### src/rtl/aquila_init_pkg.sv
// rtl/aquila_init_pkg.sv - shared types, constants and LFSR step for aquila_mem_initiator
package aquila_init_pkg;

    typedef enum logic [2:0] {
        ST_IDLE,
        ST_CODE_REQ,
        ST_CODE_WAIT,
        ST_DATA_REQ,
        ST_DATA_WAIT,
        ST_DONE,
        ST_ERROR
    } init_state_t;

    typedef enum logic [1:0] {
        ERR_NONE          = 2'd0,
        ERR_FETCH_TIMEOUT = 2'd1,
        ERR_READ_TIMEOUT  = 2'd2,
        ERR_DATA_MISMATCH = 2'd3
    } init_err_t;

    localparam logic [31:0] LFSR_TAPS = 32'h8020_0003;
    localparam logic [31:0] DATA_BASE = 32'h0000_1000;

    // Right-shifting Galois step: the bit shifted out folds the taps back in.
    function automatic logic [31:0] lfsr_next(input logic [31:0] v);
        return {1'b0, v[31:1]} ^ (v[0] ? LFSR_TAPS : 32'h0);
    endfunction

endpackage

### src/rtl/aquila_init_scoreboard.sv
// rtl/aquila_init_scoreboard.sv - shadow copy of written data with valid bits and read compare
module aquila_init_scoreboard #(
    parameter int DEPTH = 8,
    parameter int XLEN  = 32
) (
    input  logic                     clk,
    input  logic                     rst_n,
    input  logic                     clr,
    input  logic                     wr_en,
    input  logic [$clog2(DEPTH)-1:0] wr_idx,
    input  logic [XLEN-1:0]          wr_data,
    input  logic [$clog2(DEPTH)-1:0] rd_idx,
    input  logic [XLEN-1:0]          rd_data,
    output logic                     mismatch
);

    logic [XLEN-1:0]  mem [DEPTH];
    logic [DEPTH-1:0] valid;

    always_ff @(posedge clk) begin
        if (wr_en) begin
            mem[wr_idx] <= wr_data;
        end
    end

    always_ff @(posedge clk or negedge rst_n) begin
        if (!rst_n) begin
            valid <= '0;
        end else if (clr) begin
            valid <= '0;
        end else if (wr_en) begin
            valid[wr_idx] <= 1'b1;
        end
    end

    // Entries never written in this run carry no expectation.
    assign mismatch = valid[rd_idx] && (mem[rd_idx] != rd_data);

endmodule

### src/rtl/aquila_mem_initiator.sv
// rtl/aquila_mem_initiator.sv - pseudo-random fetch/data initiator; AQUILA_INIT_CHECK_EN adds read-back checking
module aquila_mem_initiator
    import aquila_init_pkg::*;
#(
    parameter int XLEN         = 32,
    parameter int NUM_TXN      = 16,
    parameter int TIMEOUT      = 64,
    parameter int SHADOW_DEPTH = 8
) (
    input  logic              clk,
    input  logic              rst_n,
    input  logic              start_i,
    input  logic [XLEN-1:0]   seed_i,
    input  logic              stall_i,
    output logic [XLEN-1:0]   code_addr_o,
    output logic              code_req_o,
    input  logic [XLEN-1:0]   code_i,
    input  logic              code_ready_i,
    output logic [XLEN-1:0]   data_o,
    output logic [XLEN-1:0]   data_addr_o,
    output logic              data_rw_o,
    output logic [XLEN/8-1:0] data_byte_enable_o,
    output logic              data_req_o,
    output logic              data_is_amo_o,
    output logic [4:0]        data_amo_type_o,
    output logic              cache_flush_o,
    input  logic [XLEN-1:0]   data_i,
    input  logic              data_ready_i,
    output logic              busy_o,
    output logic              done_o,
    output logic              error_o,
    output logic [1:0]        err_code_o,
    output logic [15:0]       txn_count_o,
    output logic [XLEN-1:0]   last_code_o
);

    localparam int IW = $clog2(SHADOW_DEPTH);
    localparam int TW = $clog2(TIMEOUT + 1);

    init_state_t     state, state_nx;
    init_err_t       err_code;
    logic [31:0]     lfsr;
    logic [XLEN-1:0] pc;
    logic [XLEN-1:0] last_code;
    logic [15:0]     txn_cnt;
    logic [TW-1:0]   wait_cnt;
    logic [IW-1:0]   idx;
    logic            is_write, timeout, txn_last, mismatch, idle_like;

    assign idx       = lfsr[IW+1:2];
    assign is_write  = lfsr[0];
    assign timeout   = (wait_cnt == TW'(TIMEOUT - 1));
    assign txn_last  = (txn_cnt == 16'(NUM_TXN - 1));
    assign idle_like = (state == ST_IDLE) || (state == ST_DONE) || (state == ST_ERROR);

    always_ff @(posedge clk or negedge rst_n) begin
        if (!rst_n) begin
            state <= ST_IDLE;
        end else begin
            state <= state_nx;
        end
    end

    // Stall freezes the FSM and masks both requests and readies.
    always_comb begin
        state_nx   = state;
        code_req_o = 1'b0;
        data_req_o = 1'b0;
        if (!stall_i) begin
            case (state)
                ST_IDLE, ST_DONE, ST_ERROR: begin
                    if (start_i) state_nx = ST_CODE_REQ;
                end
                ST_CODE_REQ: begin
                    code_req_o = 1'b1;
                    state_nx   = ST_CODE_WAIT;
                end
                ST_CODE_WAIT: begin
                    if (code_ready_i)  state_nx = ST_DATA_REQ;
                    else if (timeout)  state_nx = ST_ERROR;
                end
                ST_DATA_REQ: begin
                    data_req_o = 1'b1;
                    if (!is_write)     state_nx = ST_DATA_WAIT;
                    else if (txn_last) state_nx = ST_DONE;
                    else               state_nx = ST_CODE_REQ;
                end
                ST_DATA_WAIT: begin
                    if (data_ready_i) begin
                        if (mismatch)      state_nx = ST_ERROR;
                        else if (txn_last) state_nx = ST_DONE;
                        else               state_nx = ST_CODE_REQ;
                    end else if (timeout) begin
                        state_nx = ST_ERROR;
                    end
                end
                default: state_nx = ST_IDLE;
            endcase
        end
    end

    always_ff @(posedge clk or negedge rst_n) begin
        if (!rst_n) begin
            lfsr      <= 32'd1;
            pc        <= '0;
            last_code <= '0;
            txn_cnt   <= '0;
            wait_cnt  <= '0;
            err_code  <= ERR_NONE;
        end else if (!stall_i) begin
            case (state)
                ST_IDLE, ST_DONE, ST_ERROR: begin
                    if (start_i) begin
                        lfsr     <= (seed_i == '0) ? 32'd1 : 32'(seed_i);
                        pc       <= '0;
                        txn_cnt  <= '0;
                        err_code <= ERR_NONE;
                    end
                end
                ST_CODE_REQ: wait_cnt <= '0;
                ST_CODE_WAIT: begin
                    if (code_ready_i) begin
                        last_code <= code_i;
                        pc        <= pc + XLEN'(4);
                    end else begin
                        wait_cnt <= wait_cnt + 1'b1;
                        if (timeout) err_code <= ERR_FETCH_TIMEOUT;
                    end
                end
                ST_DATA_REQ: begin
                    lfsr     <= lfsr_next(lfsr);
                    wait_cnt <= '0;
                    if (is_write) txn_cnt <= txn_cnt + 16'd1;
                end
                ST_DATA_WAIT: begin
                    if (data_ready_i) begin
                        if (mismatch) err_code <= ERR_DATA_MISMATCH;
                        else          txn_cnt  <= txn_cnt + 16'd1;
                    end else begin
                        wait_cnt <= wait_cnt + 1'b1;
                        if (timeout) err_code <= ERR_READ_TIMEOUT;
                    end
                end
                default: ;
            endcase
        end
    end

`ifdef AQUILA_INIT_CHECK_EN
    logic [IW-1:0] rd_idx;

    // The LFSR has already stepped by DATA_WAIT, so the read index is held here.
    always_ff @(posedge clk or negedge rst_n) begin
        if (!rst_n) begin
            rd_idx <= '0;
        end else if (!stall_i && state == ST_DATA_REQ) begin
            rd_idx <= idx;
        end
    end

    aquila_init_scoreboard #(
        .DEPTH (SHADOW_DEPTH),
        .XLEN  (XLEN)
    ) u_scoreboard (
        .clk      (clk),
        .rst_n    (rst_n),
        .clr      (!stall_i && idle_like && start_i),
        .wr_en    (data_req_o && is_write),
        .wr_idx   (idx),
        .wr_data  (XLEN'(lfsr)),
        .rd_idx   (rd_idx),
        .rd_data  (data_i),
        .mismatch (mismatch)
    );
`else
    logic unused_data;
    assign unused_data = ^data_i;
    assign mismatch    = 1'b0;
`endif

    assign code_addr_o        = code_req_o ? pc : '0;
    assign data_addr_o        = data_req_o ? (XLEN'(DATA_BASE) + XLEN'({idx, 2'b00})) : '0;
    assign data_rw_o          = data_req_o && is_write;
    assign data_o             = (data_req_o && is_write) ? XLEN'(lfsr) : '0;
    assign data_byte_enable_o = '1;
    assign data_is_amo_o      = 1'b0;
    assign data_amo_type_o    = 5'd0;
    assign cache_flush_o      = 1'b0;

    assign busy_o      = !idle_like;
    assign done_o      = (state == ST_DONE);
    assign error_o     = (state == ST_ERROR);
    assign err_code_o  = err_code;
    assign txn_count_o = txn_cnt;
    assign last_code_o = last_code;

endmodule

### config.mk
export PLATFORM = sky130hd
export DESIGN_NAME = aquila_mem_initiator
export DESIGN_NICKNAME = d
export VERILOG_FILES = /design/src/rtl/aquila_init_pkg.sv /design/src/rtl/aquila_init_scoreboard.sv /design/src/rtl/aquila_mem_initiator.sv
export SDC_FILE = /design/constraint.sdc
export NUM_CORES = 1
export LEC_CHECK = 0
export ABC_AREA = 1
export CORE_ASPECT_RATIO = 1.1
export CORE_MARGIN = 8
export CORE_UTILIZATION = 25
export DETAILED_ROUTE_END_ITERATION = 8
export DONT_BUFFER_PORTS = 1
export PLACE_DENSITY = 0.44
export SYNTH_ARGS = -nofsm -noshare
export SYNTH_HDL_FRONTEND = slang
export SYNTH_SLANG_ARGS = --single-unit
### constraint.sdc
create_clock -name clk -period 4.8 [get_ports clk]
set_input_delay 0.96 -clock clk [delete_from_list [all_inputs] [get_ports clk]]
set_output_delay 0.96 -clock clk [all_outputs]
set_load 0.005 [all_outputs]
==> results of run 1 <==
==> logic make-up (layout without fill, tap and decap cells) <==
kind of cell             count (synthesis)  in the layout  synth area share, %
AO/OA/AOI/OAI                          131            131                 9.32
flip-flops                             122            122                 41.1
buffers and inverters                  187            146                 12.3
AND/OR/NAND/NOR                        559            559                 30.6
adder cells (fa/ha/maj)                  3              3                0.506
other                                    2             41                0.101
XOR/XNOR                                10             10                 1.18
multiplexers                            32             32                 4.85
==> cells in the mapped netlist <==
library cell	count
xor2_1	10
clkbuf_1	16
nand2_1	252
nand3b_1	1
nand4_1	6
o21ai_2	8
nand3_2	2
buf_4	44
and2_1	2
ha_1	3
o31ai_1	1
a21oi_2	1
o21ai_0	68
buf_2	11
conb_1	2
nand2_4	2
o21ai_1	17
or2_2	3
dfstp_2	1
nand2_2	5
a21oi_1	36
nand3_1	65
clkinv_1	1
inv_1	108
inv_2	3
dfrtp_1	121
nor2_1	208
nor3_1	10
buf_6	4
nor2_2	2
nor2_4	1
mux2_2	32
==> worst max-delay path, cell delays in order, from the launching register on <==
cell	delay [ns]
dfrtp_1	0.45
inv_1	0.18
nand4_1	0.30
nor2_1	0.39
inv_1	0.49
nor2_1	0.32
==> cell type report <==
| cell class | instances | area [sq um] |
|---|---|---|
| clock inverters | 12 | 164 |
| inverters | 112 | 420 |
| well taps | 374 | 468 |
| multi-input cells | 776 | 3610 |
| repair buffers | 2 | 15.0 |
| fillers | 3310 | 21200 |
| clock buffers | 20 | 467 |
| flip-flops and latches | 122 | 3050 |
==> worst max path at each step <==
| stage | start | endpoint | slack (ns) | cells past startpoint |
|---|---|---|---|---|
| global placement | state[2] | data_o[10] | 1.76 | 5 |
| global route | state[2] | data_o[21] | 0.96 | 5 |
| floorplan | stall_i | data_o[10] | 2.29 | 4 |
| CTS | state[2] | data_o[21] | 1.20 | 5 |
| finish | state[2] | data_o[1] | 1.29 | 5 |
| detailed placement | state[2] | data_o[21] | 1.66 | 5 |
==> sequential cells by signal, indices dropped and copies added, names as in the netlist <==
name and count:
wait_cnt 7, lfsr 32, txn_count_o 16, last_code_o 32, err_code_o 2, pc 30, state 3
==> layer usage <==
metal  up-vias  wire length (microns)  track usage, %
li1       3174                      -               -
met1      2894                  10100            15.5
met2       169                  10700            20.7
met3         7                   1560            4.42
met4         0                    144            2.76
met5         -                      0               0
==> per-stage QoR <==
| step | utilization [%] | instance area [sq um] |
|---|---|---|
| final | 27.9 | 8200 |
| after global placement | 25.7 | 7570 |
| after floorplan | - | 7570 |
| after global routing | 27.9 | 8200 |
| after CTS | 27.9 | 8200 |
| after detailed placement | 25.7 | 7570 |
==> power breakdown <==
part	internal, W	switching [W]
Combinational	0.000342	0.000779
Sequential	0.00134	0.000210
Clock	0.000865	0.000521
==> cell usage in the layout, fill, tap and decap left out, types with 3 or more instances in the layout <==
| cell | count |
|---|---|
| nand2_1 | 252 |
| inv_1 | 108 |
| bufinv_16 | 3 |
| clkbuf_8 | 3 |
| ha_1 | 3 |
| inv_2 | 3 |
| mux2_2 | 32 |
| or2_2 | 3 |
| nor2_1 | 208 |
| conb_1 | 41 |
| clkinvlp_4 | 4 |
| o21ai_2 | 8 |
| nand2_2 | 5 |
| o21ai_0 | 68 |
| nand3_1 | 64 |
| nand4_1 | 6 |
| o21ai_1 | 17 |
| dfrtp_1 | 121 |
| nor3_1 | 10 |
| clkinv_4 | 3 |
| a21oi_1 | 36 |
| nand3_2 | 3 |
| clkbuf_16 | 17 |
| xor2_1 | 10 |
==> results.toml, run 1 <==
[clock_tree]
cts_tree = "built"
cts-htree-levels = 4
cts_hold_buf = 0
cts_buffers = 17
path_clk_slew_ns = 0.06
postCtsSetupBuffers = 0
cts_buffer_depth = 2
cts_resized = 0
clock_latency_ns = 0.42
root_buffer = "clkbuf_16"
clock_sinks = 122

[setup_path]
critPathCaptureType = "output port"
ff2ff_path_depth = 10
worstPathMaxFanout = 31
cp_data_required_time_ns = 3.84
worstPathArrival_ns = 2.55
reg2reg_to = "pc[17]"
r2r_slack_ns = 1.94
start_kind = "flip-flop"
crit_type = "reg2out"
r2r_start = "state[0]"

[pwr]
p_total_w = 0.00406
leakagePower_nw = 3.66
peakVddDrop_mv = 0.184
p_per_area_nw_per_um2 = 495

[timing]
rsz0062_at_grt = "no"
max_freq_mhz = 285
finalSetupTns_ns = 0
setup_slack_ns = 1.29
fin_hold_ws_ns = 0.243
finalCritPeriodShare_pct = 73.1
worst_pin_slew_ns = 0.929
finalClockSkew_ns = 0.0191
relSlewSlack_pct = 38.0
setup_violations = 0
hold_viol = 0
layout_min_cycle_time_ns = 3.51
finalMaxSlewViolations = 0

[global_routing]
grt_pass1_wl_microns = 35700
grt_pass1_vias = 6207
gr-total-overflow = 0
track_usage_pct = 12.5
grt_max_degree = 123
antenna_found_initial = 0

[routing]
vias_per_cell = 4.40
dr.pass1.iters = 5
drtIter0Drc = 294
wl_per_cell_microns = 15.8
drc = 0
drt-total-wl_microns = 22400
via_count = 6244
antenna_left = 0

[die]
ios = 265
fp.dieW_microns = 180
start_util_pct = 25.3
core_sq_um = 29400
die-area_sq_um = 35500
die_h_microns = 197
num_rows = 66

[layout]
syn_to_final_growth_pct = 10.4
drive_gt1_share_pct = 9.10
diodes = 0
nets = 1136
fin_cells = 1418

[synthesis]
yosysSeqAreaShare_pct = 41.1
syn_avg_cell_area_sq_um = 7.10
synth_area_leaders = "dfrtp_1 (41%), nand2_1 (13%), nor2_1 (11%), inv_1 (5.5%), mux2_2 (4.9%)"
synth_cells = 1046
yosys.area.top_type = "dfrtp_1"
yosysWarningCount = 0
netlist_area_sq_um = 7430
synth.distinct_cells = 32
synth_top_area_share_pct = 40.8
synth-seq-cells = 122

[hold_path]
holdCritPathClass = "in2async"

[place]
placed_cells = 1386
place_ws_ns = 1.66
gp_congestion = 0.829
hpwl_microns = 16800
io_buffers = 0

[job]
drv_cap = 0

[outcome]
status = "completed"
Note: power is estimated with default switching activity, not from simulation.
==> run 2: changes to the inputs <==
- clock period: 4.8 -> 3.43 ns (I/O delays scaled with it)
==> results.toml, run 2 (synthesized netlist as in run 1, its figures left out) <==
[global_routing]
grt_pass1_wl_microns = 35400
grt_max_degree = 123
antenna_found_initial = 0
track_usage_pct = 12.5
grt_pass1_vias = 6213
gr-total-overflow = 0

[die]
ios = 265
die_h_microns = 197
start_util_pct = 25.3
core_sq_um = 29400
die-area_sq_um = 35500
fp.dieW_microns = 180
num_rows = 66

[setup_path]
crit_end = "data_o[31]"
critPathMaxStageDelay_ns = 0.46
crit_type = "reg2out"
r2r_start = "state[1]"
path_cells = "inv_1 -> nand4_1 -> nor2_4 -> clkinvlp_4 -> nor2_1"
cp_data_required_time_ns = 2.74
slowest_stage = "dfrtp_1"
r2r_slack_ns = 1.15
reg2reg_to = "pc[17]"
start_kind = "flip-flop"
crit_start = "state[2]"
worstPathMaxFanout = 16
worstPathArrival_ns = 2.41
critPathCaptureType = "output port"
ff2ff_path_depth = 9

[clock_tree]
cts_buffer_depth = 2
root_buffer = "clkbuf_16"
cts_buffers = 17
cts-htree-levels = 4
path_clk_slew_ns = 0.07
clock_latency_ns = 0.42
cts_tree = "built"
clock_sinks = 122

[pwr]
leakagePower_nw = 3.67
peakVddDrop_mv = 0.378
p_per_area_nw_per_um2 = 694

[layout]
fin_util_pct = 27.9
layout_common_cells = "nand2_1 (252), nor2_1 (207), dfrtp_1 (121)"
fillers = 3275
drive_gt1_share_pct = 9.27
nets = 1138
layout_commonest_cell = "nand2_1"
diodes = 0
syn_to_final_growth_pct = 10.6
fin_cells = 1420

[routing]
highest_layer = "met4"
dr.pass1.iters = 6
wl_per_cell_microns = 15.9
met3_length_microns = 1710
drc = 0
met2_wirelength_microns = 10700
drt-total-wl_microns = 22500
antenna_left = 0
via_count = 6300
drtIter0Drc = 400
m1WireLength_microns = 9990
vias_per_cell = 4.44

[timing]
worst_pin_slew_ns = 0.872
rsz0062_at_grt = "no"
fin_hold_ws_ns = -0.0328
finalSetupTns_ns = 0
layout_min_cycle_time_ns = 3.10
setup_violations = 0
finalCritPeriodShare_pct = 90.3
max_freq_mhz = 323
hold_viol = 43
relSlewSlack_pct = 41.8
finalClockSkew_ns = 0.0152
finalMaxSlewViolations = 0

[outcome]
status = "complete, but fails checks"
violations = "negative hold slack"

[place]
gp_congestion = 0.849
hpwl_microns = 16800
placed_cells = 1387
io_buffers = 0

[hold_path]
holdCritPathClass = "in2async"

[job]
drv_cap = 0
## run 2: layout make-up
cell class,count,area [sq um],share of cell area [%]
Tap cell,374,468,5.70
Timing Repair inverter,1,7.51,0.0914
Multi-Input combinational cell,776,3620,44.1
Inverter,112,424,5.16
Timing Repair Buffer,3,22.5,0.274
Sequential cell,122,3050,37.2
Clock inverter,12,173,2.10
Clock buffer,20,447,5.44
## run 2: worst max-delay path, delay by kind of cell (launching register included)
kind                   cells  cell delay, ns
flip-flops                 1            0.46
buffers and inverters      2            0.55
AND/OR/NAND/NOR            3            0.97
## run 2: through the flow
stage	total power [W]	hold slack (ns)	instance area [sq um]	setup WS, ns
finish	0.00570	-0.0328	8220	0.334
global route	0.00613	-0.0611	8220	0.122
CTS	0.00581	-0.0545	8200	0.140
detailed placement	0.00383	0.400	7580	0.613
global placement	0.00381	0.399	7580	0.732
floorplan	0.00345	0.390	7570	1.36
## run 2: worst min-delay path by stage
stage | to | depth (start not counted) | from | slack [ns]
detailed placement | pc[12] | 0 | rst_n | 0.40
global route | pc[13] | 0 | rst_n | -0.06
CTS | pc[13] | 0 | rst_n | -0.05
global placement | pc[7] | 0 | rst_n | 0.40
floorplan | err_code_o[0] | 0 | rst_n | 0.39
finish | pc[29] | 0 | rst_n | -0.03
## run 2: routing by layer
metal	vias to the layer above	GRT usage [%]
met1	2928	15.5
met2	177	20.4
met4	0	2.94
li1	3180	-
met3	15	4.71
met5	-	0
## run 2: report_power, final
group	switching (W)	internal, W	leakage [nW]	total, W
Combinational	0.00110	0.000487	1.83	0.00159
Clock	0.000710	0.00123	0.300	0.00194
Sequential	0.000297	0.00188	1.54	0.00217
## run 2: what timing repair did
| item | 4_1_cts | 5_1_grt |
|---|---|---|
| buffers inserted | 0 | 0 |
| hold endpoints to repair | 121 | 121 |
| resized for setup | 0 | 4 |
| setup endpoints to repair | 0 | 31 |
